===== src/rtl/mc_pkg.sv =====
// Shared definitions for the multicycle sequencer: opcodes, state encodings,
// datapath select encodings and the control word. MC_BNE_EN adds the BranchNe field.
package mc_pkg;

  localparam logic [5:0] OP_R    = 6'b000000;
  localparam logic [5:0] OP_LW   = 6'b100011;
  localparam logic [5:0] OP_SW   = 6'b101011;
  localparam logic [5:0] OP_BEQ  = 6'b000100;
  localparam logic [5:0] OP_ADDI = 6'b001000;
  localparam logic [5:0] OP_J    = 6'b000010;
  localparam logic [5:0] OP_BNE  = 6'b000101;

  typedef enum logic [3:0] {
    S_FETCH   = 4'd0,
    S_DECODE  = 4'd1,
    S_MEMADR  = 4'd2,
    S_MEMRD   = 4'd3,
    S_MEMWB   = 4'd4,
    S_MEMWR   = 4'd5,
    S_RTYPEEX = 4'd6,
    S_RTYPEWB = 4'd7,
    S_BEQEX   = 4'd8,
    S_ADDIEX  = 4'd9,
    S_ADDIWB  = 4'd10,
    S_JEX     = 4'd11,
    S_BNEEX   = 4'd12
  } state_t;

  localparam logic [1:0] SRCB_B     = 2'b00;
  localparam logic [1:0] SRCB_FOUR  = 2'b01;
  localparam logic [1:0] SRCB_IMM   = 2'b10;
  localparam logic [1:0] SRCB_IMMSH = 2'b11;

  localparam logic [1:0] PCSRC_ALU    = 2'b00;
  localparam logic [1:0] PCSRC_ALUOUT = 2'b01;
  localparam logic [1:0] PCSRC_JUMP   = 2'b10;

  localparam logic [1:0] ALUOP_ADD   = 2'b00;
  localparam logic [1:0] ALUOP_SUB   = 2'b01;
  localparam logic [1:0] ALUOP_FUNCT = 2'b10;

  typedef struct packed {
    logic       mem_req;
    logic       iord;
    logic       mem_write;
    logic       ir_write;
    logic       reg_dst;
    logic       memto_reg;
    logic       reg_write;
    logic       alu_src_a;
    logic [1:0] alu_src_b;
    logic [1:0] pc_src;
    logic [1:0] alu_op;
    logic       pc_write;
    logic       branch;
`ifdef MC_BNE_EN
    logic       branch_ne;
`endif
  } ctrl_t;

endpackage


===== src/rtl/mc_outdec.sv =====
// Combinational state -> control word decode. Everything is forced to zero
// while reset is low so in-flight strobes drop asynchronously. Honours MC_BNE_EN.
module mc_outdec
  import mc_pkg::*;
(
  input  state_t state_i,
  input  logic   mem_ready_i,
  input  logic   rst_n_i,
  output ctrl_t  ctrl_o
);

  always_comb begin
    ctrl_o = '0;
    if (rst_n_i) begin
      case (state_i)
        S_FETCH: begin
          ctrl_o.mem_req   = 1'b1;
          ctrl_o.alu_src_b = SRCB_FOUR;
          // One IR load / PC bump per fetch, however long memory stalls.
          ctrl_o.ir_write  = mem_ready_i;
          ctrl_o.pc_write  = mem_ready_i;
        end
        S_DECODE:  ctrl_o.alu_src_b = SRCB_IMMSH;
        S_MEMADR: begin
          ctrl_o.alu_src_a = 1'b1;
          ctrl_o.alu_src_b = SRCB_IMM;
        end
        S_MEMRD: begin
          ctrl_o.mem_req = 1'b1;
          ctrl_o.iord    = 1'b1;
        end
        S_MEMWB: begin
          ctrl_o.reg_write = 1'b1;
          ctrl_o.memto_reg = 1'b1;
        end
        S_MEMWR: begin
          ctrl_o.mem_req   = 1'b1;
          ctrl_o.iord      = 1'b1;
          ctrl_o.mem_write = 1'b1;
        end
        S_RTYPEEX: begin
          ctrl_o.alu_src_a = 1'b1;
          ctrl_o.alu_op    = ALUOP_FUNCT;
        end
        S_RTYPEWB: begin
          ctrl_o.reg_write = 1'b1;
          ctrl_o.reg_dst   = 1'b1;
        end
        S_BEQEX: begin
          ctrl_o.alu_src_a = 1'b1;
          ctrl_o.alu_op    = ALUOP_SUB;
          ctrl_o.pc_src    = PCSRC_ALUOUT;
          ctrl_o.branch    = 1'b1;
        end
        S_ADDIEX: begin
          ctrl_o.alu_src_a = 1'b1;
          ctrl_o.alu_src_b = SRCB_IMM;
        end
        S_ADDIWB:  ctrl_o.reg_write = 1'b1;
        S_JEX: begin
          ctrl_o.pc_src   = PCSRC_JUMP;
          ctrl_o.pc_write = 1'b1;
        end
`ifdef MC_BNE_EN
        S_BNEEX: begin
          ctrl_o.alu_src_a = 1'b1;
          ctrl_o.alu_op    = ALUOP_SUB;
          ctrl_o.pc_src    = PCSRC_ALUOUT;
          ctrl_o.branch_ne = 1'b1;
        end
`endif
        default: ctrl_o = '0;
      endcase
    end
  end

endmodule


===== src/rtl/mc_sequencer.sv =====
// Multicycle MIPS-subset main sequencer: state register, next-state logic and
// retired-instruction counter. Define MC_BNE_EN to add BNE and the BranchNe port.
module mc_sequencer
  import mc_pkg::*;
#(
  parameter int CNT_W = 32
) (
  input  logic             clk,
  input  logic             reset,
  input  logic [5:0]       op,
  input  logic             mem_ready,
  output logic             mem_req,
  output logic             IorD,
  output logic             MemWrite,
  output logic             IRWrite,
  output logic             RegDst,
  output logic             MemtoReg,
  output logic             RegWrite,
  output logic             ALUSrcA,
  output logic [1:0]       ALUSrcB,
  output logic [1:0]       PCSrc,
  output logic [1:0]       ALUOp,
  output logic             PCWrite,
  output logic             Branch,
`ifdef MC_BNE_EN
  output logic             BranchNe,
`endif
  output logic             illegal_op,
  output logic [CNT_W-1:0] retired,
  output logic [3:0]       state_o
);

  state_t           state_q, state_d;
  logic [CNT_W-1:0] retired_q, retired_d;
  logic             illegal;
  logic             retire;
  ctrl_t            ctrl;

  always_ff @(posedge clk or negedge reset) begin
    if (!reset) begin
      state_q   <= S_FETCH;
      retired_q <= '0;
    end else begin
      state_q   <= state_d;
      retired_q <= retired_d;
    end
  end

  always_comb begin
    state_d = state_q;
    illegal = 1'b0;
    retire  = 1'b0;
    case (state_q)
      S_FETCH:  if (mem_ready) state_d = S_DECODE;
      S_DECODE: begin
        case (op)
          OP_LW, OP_SW: state_d = S_MEMADR;
          OP_R:         state_d = S_RTYPEEX;
          OP_BEQ:       state_d = S_BEQEX;
          OP_ADDI:      state_d = S_ADDIEX;
          OP_J:         state_d = S_JEX;
`ifdef MC_BNE_EN
          OP_BNE:       state_d = S_BNEEX;
`endif
          default: begin
            state_d = S_FETCH;
            illegal = 1'b1;
          end
        endcase
      end
      S_MEMADR:  state_d = (op == OP_SW) ? S_MEMWR : S_MEMRD;
      S_MEMRD:   if (mem_ready) state_d = S_MEMWB;
      S_MEMWR: begin
        // The store only commits, and retires, once memory accepts it.
        if (mem_ready) begin
          state_d = S_FETCH;
          retire  = 1'b1;
        end
      end
      S_RTYPEEX: state_d = S_RTYPEWB;
      S_ADDIEX:  state_d = S_ADDIWB;
      S_MEMWB, S_RTYPEWB, S_BEQEX, S_ADDIWB, S_JEX: begin
        state_d = S_FETCH;
        retire  = 1'b1;
      end
`ifdef MC_BNE_EN
      S_BNEEX: begin
        state_d = S_FETCH;
        retire  = 1'b1;
      end
`endif
      default:   state_d = S_FETCH;
    endcase
  end

  assign retired_d = retire ? retired_q + CNT_W'(1) : retired_q;

  mc_outdec u_outdec (
    .state_i     (state_q),
    .mem_ready_i (mem_ready),
    .rst_n_i     (reset),
    .ctrl_o      (ctrl)
  );

  assign mem_req    = ctrl.mem_req;
  assign IorD       = ctrl.iord;
  assign MemWrite   = ctrl.mem_write;
  assign IRWrite    = ctrl.ir_write;
  assign RegDst     = ctrl.reg_dst;
  assign MemtoReg   = ctrl.memto_reg;
  assign RegWrite   = ctrl.reg_write;
  assign ALUSrcA    = ctrl.alu_src_a;
  assign ALUSrcB    = ctrl.alu_src_b;
  assign PCSrc      = ctrl.pc_src;
  assign ALUOp      = ctrl.alu_op;
  assign PCWrite    = ctrl.pc_write;
  assign Branch     = ctrl.branch;
`ifdef MC_BNE_EN
  assign BranchNe   = ctrl.branch_ne;
`endif
  assign illegal_op = illegal & reset;
  assign retired    = retired_q;
  assign state_o    = state_q;

endmodule


===== config.mk =====
export PLATFORM = sky130hd
export DESIGN_NAME = mc_sequencer
export DESIGN_NICKNAME = d
export VERILOG_FILES = /design/src/rtl/mc_pkg.sv /design/src/rtl/mc_outdec.sv /design/src/rtl/mc_sequencer.sv
export SDC_FILE = /design/constraint.sdc
export NUM_CORES = 1
export LEC_CHECK = 0
export CAP_MARGIN = 20
export CORE_ASPECT_RATIO = 0.6
export CORE_MARGIN = 2
export CORE_UTILIZATION = 49
export DETAILED_ROUTE_END_ITERATION = 8
export PLACE_DENSITY = 0.81
export SLEW_MARGIN = 10
export SYNTH_ARGS = -nofsm -noshare
export SYNTH_HDL_FRONTEND = slang
export SYNTH_HIERARCHICAL = 1
export SYNTH_SLANG_ARGS = --single-unit

===== constraint.sdc =====
create_clock -name clk -period 2.21 [get_ports clk]
set_clock_uncertainty 0.15 [all_clocks]
set_input_delay 0.3315 -clock clk [delete_from_list [all_inputs] [get_ports clk]]
set_output_delay 0.3315 -clock clk [all_outputs]
set_load 0.02 [all_outputs]

==> results.md, run 1 <==
- The run finished with clean final reports.
- The critical path is of the in -> out type.
- The final-layout fill cell count is 365.
- The number of nets handed over by synthesis was 237.
- The number of rows created at floorplan is 19.
- In this run, synthesis inferred 0 flip-flops with an integrated enable.
- The critical path depth in cells is 6.
- VDD sags by at most 0.5381 mV.
- The core region is 4517 sq um.
- Of all nets on the critical path, the largest fanout is 3.
- No sink is reached through more buffers than the 2 on the longest clock path.
- Walking the worst path, the cells encountered are clkdlybuf4s50_1 > xor2_1 > o21a_1 > a21oi_2 > and4_1 > buf_4.
- Sequential cells were found to cover 39.43% of the synthesized design area.
- The number of buffers inserted by port buffering is 61.
- The synthesized cell area is 2285 sq um.
- In this run the clock root is driven by a sky130_fd_sc_hd__clkbuf_8.
- Synthesis instantiated 49 different standard cells from the library.
- The proportion of layout cells with a drive suffix above 1 is 23.13%.
- The initial antenna violation count was 0.
- The count of endpoints failing hold in the final timing report is 0.
- Synthesis handed over a netlist of 227 instances.
- Before antenna repair, the detailed router went through 4 iterations.
- The largest total area in the synthesized netlist belongs to sky130_fd_sc_hd__dfrtp_1.
- The global-route wire length before repair is 10.29 mm.
- The die covers 5243 sq um.
- The worst pin sits at a relative slew slack of 67.13%.
- The total overflow reported by the global router is 0.
- The routed length on met3 is 411 um.
- Entering global routing, the biggest net connects 37 pins.
- TritonCTS built the clock tree.
- In the routed design, unresolved DRC markers number 0.
- The time the worst path needs with I/O delays and setup is 2.121 ns.
- The count of vias placed by the detailed router is 2183.
- The areal power density over the cells is 710.8 nW/um^2.
- The transition time at the pin with the least slew margin is 0.4930 ns.
- The register area is 905.9 sq um.
- The number of buffers and inverters on the critical path is 2.
- The worst min-delay path class is in -> async.
- The worst register-to-register path begins at state_o[0].
- The achievable clock frequency is 0.4714 GHz.
- The synthesized area per cell is 10.06 sq um.
- For this design the static power due to leakage is 0.001248 uW.
- STA classifies the critical path startpoint as an input pin.
- The horizontal die dimension is 92.16 um.
- The worst path setup slack after routing is 0.08872 ns.
- CTS saw 36 sinks.
- The routed via count divided by cell count is 5.700.
- The sum of met2 wire segment lengths after detailed routing is 2.778 mm.
- The most frequently used cell type in the post-synthesis netlist is sky130_fd_sc_hd__dfrtp_1.
- The share of the synthesized area in the top cell type is 39.43%.
- The number of warnings printed during yosys synthesis is 6.
- The worst setup path is captured at an output pin.
- The final layout contains routed wiring with a total length of 6.328 mm.
- After layout, the worst path uses 95.99% of the clock period.
- The most used flip-flop cell after synthesis is sky130_fd_sc_hd__dfrtp_1.
- The area overhead of the layout relative to synthesis is 44.19%.
- The DRC marker count from the first detailed-route iteration is 159.
- The overall track demand over capacity in global routing is 24.95%.
- The wire length on met1 is 3.045 mm.
- The cell family contributing the most delay on the critical path is buffers and inverters.
- By area the synthesized netlist is led by sky130_fd_sc_hd__dfrtp_1, sky130_fd_sc_hd__xor2_1, sky130_fd_sc_hd__a2111oi_2, sky130_fd_sc_hd__xnor2_1, sky130_fd_sc_hd__a2111oi_4.
- Setup violations remaining at the end of the flow were counted as 0.
- Dividing the detail-routed wire length by the instance count gives 16.52 um.
- The multi-input logic area is 1348 sq um.
- The clock insertion delay at the later pin of the skew report is 0.29 ns.
- In the final design database the tool counted 330 nets.
- For this run, asynchronously set or reset flops after synthesis account for 100.0%.
- Measured along the y axis, the die boundary spans 56.89 um.
- The cell with the biggest individual delay on the critical path is sky130_fd_sc_hd__clkdlybuf4s50_1.
- The setup TNS is 0 ns.
- Across the run, the number of max-cap violations was 0.
- The number of buffers inserted during clock tree synthesis is 5.
- The critical path starts at op[2].
- The total of hold buffers inserted after clock tree synthesis is 0.
- STA puts the critical path data required time at 1.73 ns.
- The effective utilization at floorplan is 50.58%.
- For the worst setup path, the data arrival time is 1.64 ns.
- Clock-pin slew was measured on the worst setup and hold paths at 0.07 ns.
- The commonest cells after synthesis are sky130_fd_sc_hd__dfrtp_1, sky130_fd_sc_hd__xor2_1, sky130_fd_sc_hd__nand3_1.
- The flop and latch count out of synthesis is 36.
- The HPWL after detailed placement is 4.347 mm.
- The top layer used by detailed routing is met4.
- The via count of the first global-routing pass is 2017.
- On the worst path, the slowest cell contributes a delay of 0.45 ns.
- The number of antenna diodes is 0.
- The final weighted congestion in routability-driven placement is 0.8337.
- For this design the top-level I/O count stands at 62.
- The final number of max-transition violations is 0.
- For the worst flop-to-flop path, the logic depth is 5.
- In this run the remaining antenna-violating nets after routing total 0.
- Timing analysis after detailed placement gives a worst setup slack of -0.4645 ns.
- The maximum level of the CTS H-tree is 2.
==> sequential cells by signal, indices dropped and copies added (netlist names) <==
name     cells
state_o      4
retired     32
==> layout make-up <==
cell class / count / share of cell area, %
clock buffer: 7 / 2.924
inverter: 3 / 0.3418
multi-input combinational: 177 / 40.90
sequential: 36 / 27.50
tap: 63 / 2.393
timing repair buffer: 97 / 25.94
==> stage by stage <==
stage	utilization (%)	std cells	hold WS, ns	power (uW)	instance area (sq um)
2_1_floorplan	-	227	-0.1141	1371	2285
3_3_place_gp	69.31	368	0.3055	1808	3131
3_5_place_dp	69.31	368	0.3138	1834	3131
4_1_cts	71.83	379	0.1269	2318	3244
5_1_grt	72.94	383	0.1681	2480	3294
6_report	72.94	383	0.1344	2342	3294
==> path summary, 6_finish.rpt <==
check / slack, ns / endpoint
setup / recovery: 0.09 / illegal_op
hold / removal: 0.13 / retired[30]
min in group clk: 0.32 / retired[31]
hold reg to reg: 0.32 / retired[31]
setup reg to reg: 0.10 / retired[4]
max in group asynchronous: 1.42 / state_o[2]
==> where the power goes <==
part	switching [uW]	leakage [uW]	internal (uW)
clock network	228	0.0000503	278
logic	582	0.000802	452
registers	83.5	0.000396	718
total	894	0.00125	1450
==> what timing repair did <==
item | in CTS | in global routing
setup buffers | 4 | 3
gates cloned | 0 | 1
setup endpoints to repair | 19 | 12
resized for setup | 28 | 12
pin swaps | 0 | 3
==> per-layer routing <==
| layer | vias up | GRT usage (%) |
|---|---|---|
| li1 | 1035 | - |
| met1 | 1054 | 38.63 |
| met2 | 83 | 34.77 |
| met3 | 11 | 5.503 |
| met4 | 0 | 7.036 |
| met5 | - | 0 |
==> cell families after synthesis <==
group | share of synthesized area [%]
xor gates and xnor gates | 13.03
buffers and inverters | 3.505
DFF | 39.43
muxes | 0.4928
adders and majority gates | 0.5476
AOI/OAI and AO/OA | 14.95
and+or+nand+nor | 28.04
==> cells in the final DEF (no fill, tap or decap), types with 3 or more instances in the layout <==
master	n
sky130_fd_sc_hd__a2111oi_2	7
sky130_fd_sc_hd__a2111oi_4	4
sky130_fd_sc_hd__a21oi_1	5
sky130_fd_sc_hd__and3_1	4
sky130_fd_sc_hd__and4_1	8
sky130_fd_sc_hd__buf_4	36
sky130_fd_sc_hd__clkbuf_2	3
sky130_fd_sc_hd__clkbuf_8	7
sky130_fd_sc_hd__clkdlybuf4s50_1	40
sky130_fd_sc_hd__dfrtp_1	32
sky130_fd_sc_hd__dfrtp_2	4
sky130_fd_sc_hd__dlygate4sd2_1	15
sky130_fd_sc_hd__inv_1	3
sky130_fd_sc_hd__nand2_1	14
sky130_fd_sc_hd__nand2b_1	9
sky130_fd_sc_hd__nand3_1	16
sky130_fd_sc_hd__nand4_1	9
sky130_fd_sc_hd__nor2_1	7
sky130_fd_sc_hd__nor2b_1	4
sky130_fd_sc_hd__nor3_1	7
sky130_fd_sc_hd__nor3b_1	3
sky130_fd_sc_hd__nor4_1	6
sky130_fd_sc_hd__nor4_2	3
sky130_fd_sc_hd__o21ai_0	7
sky130_fd_sc_hd__or3_4	3
sky130_fd_sc_hd__xnor2_1	12
sky130_fd_sc_hd__xor2_1	22
Note: power is estimated with default switching activity, not from simulation.
==> run 2, diff against run 1 <==
- CORE_UTILIZATION: 49 -> 47
- PLACE_DENSITY: 0.81 -> 0.8
- SLEW_MARGIN: 10 -> 20
- SYNTH_HIERARCHICAL: 1 -> default
==> results.md, run 2 <==
- The number of buffers inserted by port buffering is 61 (unchanged).
- The type of destination of the critical path is an output pin.
- The number of buffers between clock root and the deepest sink was 2 (unchanged).
- The maximum VDD drop was 0.4852 mV (-9.8%).
- The category of the most critical setup path is in -> out.
- The global routing stage identified its most utilized layer as met2.
- The max-capacitance violation count is 0 (unchanged).
- The via count of the first global-routing pass is 1747 (-13%).
- The proportion of layout cells with a drive suffix above 1 is 21.31% (-1.8 points).
- The share of the synthesized area in the top cell type is 44.58% (+5.2 points).
- The tightest slew margin relative to the limit came to 64.74% (-2.4 points).
- The effective utilization at floorplan is 49.03% (-1.6 points).
- The number of buffers inserted during clock tree synthesis is 5 (unchanged).
- The number of warnings printed during yosys synthesis is 0 (-6).
- By count the netlist is led by sky130_fd_sc_hd__dfrtp_1, sky130_fd_sc_hd__xnor2_1, sky130_fd_sc_hd__nor2_1.
- The initial antenna violation count is 0 (unchanged).
- The net count of the mapped netlist came to 222 (-6.3%).
- Setup repair after global routing could not meet its margin everywhere.
- The achievable clock frequency is 0.4624 GHz (-1.9%).
- The worst path arrival time is 1.68 ns (+0.04 ns).
- The areal power density over the cells is 832.8 nW/um^2 (+17%).
- The clock insertion delay at the later pin of the skew report came to 0.29 ns (about the same).
- The share of the yosys chip area belonging to registers was 44.58% (+5.2 points).
- The die area is 4857 sq um (-7.4%).
- The transition time at the pin with the least slew margin is 0.5233 ns (+0.03028 ns).
- The maximum number of pins on one net before global-route repair is 20 (-46%).
- The met1 demand-to-capacity share in global routing came to 35.71% (-2.9 points).
- The overall track demand over capacity in global routing is 24.15% (-0.80 points).
- The area growth from synthesis to layout is 50.59%.
- The largest area contributor in the synthesized netlist is sky130_fd_sc_hd__dfrtp_1.
- The count of flip-flops with a built-in enable after synthesis is 0 (unchanged).
- TritonCTS built the clock tree.
- The DRC marker count from the first detailed-route iteration is 76 (-52%).
- The tree is rooted in a sky130_fd_sc_hd__clkbuf_8.
- The die span in y is 54.79 um (-3.7%).
- The total I/O pin count is 62 (unchanged).
- The remaining antenna violation count after routing is 0 (unchanged).
- The number of failing setup endpoints in the final timing report is 0 (unchanged).
- The number of rows created at floorplan was 18 (-1).
- The met2 demand-to-capacity share in global routing is 37.19% (+2.4 points).
- The summed area of non-filler cells in the final layout came to 3043 sq um (-7.6%).
- The number of distinct library cells after synthesis was 39 (-20%).
- The total placed instance area is 2884 sq um (-7.9%).
- The detail-routed net length per standard cell came to 15.55 um (-5.9%).
- The most used flip-flop cell after synthesis is sky130_fd_sc_hd__dfrtp_1.
- The final wirelength came to 5.677 mm (-10%).
- The total overflow reported by the global router is 0 (unchanged).
- The most common cell in the synthesized netlist is sky130_fd_sc_hd__dfrtp_1.
- The library cell used most frequently in the layout, excluding fill and tap cells, is sky130_fd_sc_hd__clkdlybuf4s50_1.
- The TritonCTS sink count is 36 (unchanged).
- The fraction of the cycle the final worst path needs is 97.87% (+1.9 points).
- The count of endpoints failing hold in the final timing report was 0 (unchanged).
- The first-pass iteration count of the detailed router is 4 (unchanged).
- Leaving out fill and tap cells, the most frequent cells in the layout are sky130_fd_sc_hd__clkdlybuf4s50_1, sky130_fd_sc_hd__dfrtp_1, sky130_fd_sc_hd__buf_4.
- Sorting the synthesized cells by area gives the leading types as sky130_fd_sc_hd__dfrtp_1, sky130_fd_sc_hd__xnor2_1, sky130_fd_sc_hd__xor2_1, sky130_fd_sc_hd__nor2_1, sky130_fd_sc_hd__nor3_1.
- The CTS clock-pin slew for the worst setup and hold paths came to 0.07 ns (about the same).
- The flip-flop count of the largest register after layout is 32 (unchanged).
- The routed via count divided by cell count is 5.312 (-6.8%).
- The synthesized cell area is 2021 sq um (-12%).
- The maximum fanout encountered on the critical timing path is 3 (unchanged).
- The sum of net half-perimeters after detailed placement is 4.112 mm (-5.4%).
- The worst path setup slack after routing is 0.04715 ns (-0.04157 ns).
- The synthesized area per cell is 9.532 sq um (-5.3%).
- The met3 usage in global routing came to 4.977% (-0.53 points).
- The proportion of synthesized flip-flops having asynchronous set or reset came to 100.0% (unchanged).
- The path class of the tightest hold or removal check is in -> async.
- The worst path required time came to 1.73 ns (about the same).
- The maximum level of the CTS H-tree is 2 (unchanged).
- The final number of max-transition violations came to 0 (unchanged).
- The worst setup path is launched from an input pin.
- The final weighted congestion in routability-driven placement is 0.8466 (+1.5%).
- The post-layout net count is 314 (-4.8%).
- The global-route wire length before repair came to 8.707 mm (-15%).
- The number of antenna diodes is 0 (unchanged).
- The reported leakage power is 0.001398 uW (+12%).
- The DRC violations left is 0 (unchanged).
- The core box area is 4121 sq um (-8.8%).
- The time the worst path needs with I/O delays and setup is 2.163 ns (+0.04157 ns).
- The flow ran to the end, and the final reports show no timing, DRC or antenna violations.
- The setup TNS is 0 ns (unchanged).
- The synthesized netlist cell count was 212 (-6.6%).
- The horizontal die dimension is 88.65 um (-3.8%).
- The flop and latch count out of synthesis is 36 (unchanged).
- The worst-case setup slack after placement is -0.3374 ns (+0.1271 ns).
- The count of vias placed by the detailed router came to 1939 (-11%).
-- run 2: what timing repair did --
| item | 4_1_cts | 5_1_grt |
|---|---|---|
| buffers inserted | 0 | 0 |
| pin swaps | 1 | 1 |
| gates resized for setup | 24 | 18 |
| gates cloned | 0 | 0 |
| hold buffers | 2 | 0 |
| endpoints found under the setup margin | 17 | 9 |
| hold endpoints to repair | 23 | 0 |
-- run 2: final timing paths --
check | start | endpoint | slack, ns | depth (start not counted)
min in group clk | retired[31] | retired[31] | 0.33 | 1
setup / recovery | op[2] | illegal_op | 0.05 | 6
max in group asynchronous | reset | retired[1] | 1.22 | 3
setup reg to reg | state_o[3] | retired[31] | 0.07 | 5
hold reg to reg | retired[31] | retired[31] | 0.33 | 1
hold / removal | reset | retired[2] | 0.03 | 3
-- run 2: per-layer routing --
layer | up-vias | wire (um)
met4 | 0 | 29
met2 | 67 | 2576
met5 | - | 0
met1 | 935 | 2790
met3 | 4 | 281
li1 | 933 | -
-- run 2: layout make-up --
class | count | area (sq um)
clock buffers | 6 | 72.57
clock inverters | 2 | 35.03
fillers | 294 | 1079
inverters | 3 | 11.26
multi-input cells | 163 | 1115
flip-flops and latches | 36 | 903.4
well taps | 60 | 75.07
repair buffers | 95 | 830.8
-- run 2: where the power goes --
group | internal, uW | switching (uW)
Combinational | 517 | 619
Clock | 335 | 236
Sequential | 730 | 97.9
Total | 1580 | 953
-- run 2: cell families after synthesis --
group / count (synthesis) / share of synthesized area, %
mux: 2 / 1.114
buf+inv: 13 / 3.653
flops: 36 / 44.58
simple gates: 105 / 28.05
compound gates: 21 / 7.245
xor+xnor: 34 / 14.74
fa+ha+maj: 1 / 0.6191
-- run 2: critical path, stage by stage --
cell                              delay (ns)
sky130_fd_sc_hd__clkdlybuf4s50_1        0.53
sky130_fd_sc_hd__xor2_1                 0.19
sky130_fd_sc_hd__o21ai_0                0.15
sky130_fd_sc_hd__nor4_2                 0.24
sky130_fd_sc_hd__nor2_1                 0.08
sky130_fd_sc_hd__buf_2                  0.16
-- run 2: per-stage QoR --
stage          std cells  total power, uW  hold slack [ns]  util (%)
4_1_cts              365             2518          0.02581     72.80
2_1_floorplan        212             1456          -0.1141         -
5_1_grt              365             2667          0.06914     73.83
3_3_place_gp         355             1964           0.1305     69.98
3_5_place_dp         355             1986           0.1296     69.98
6_report             365             2534          0.03136     73.83
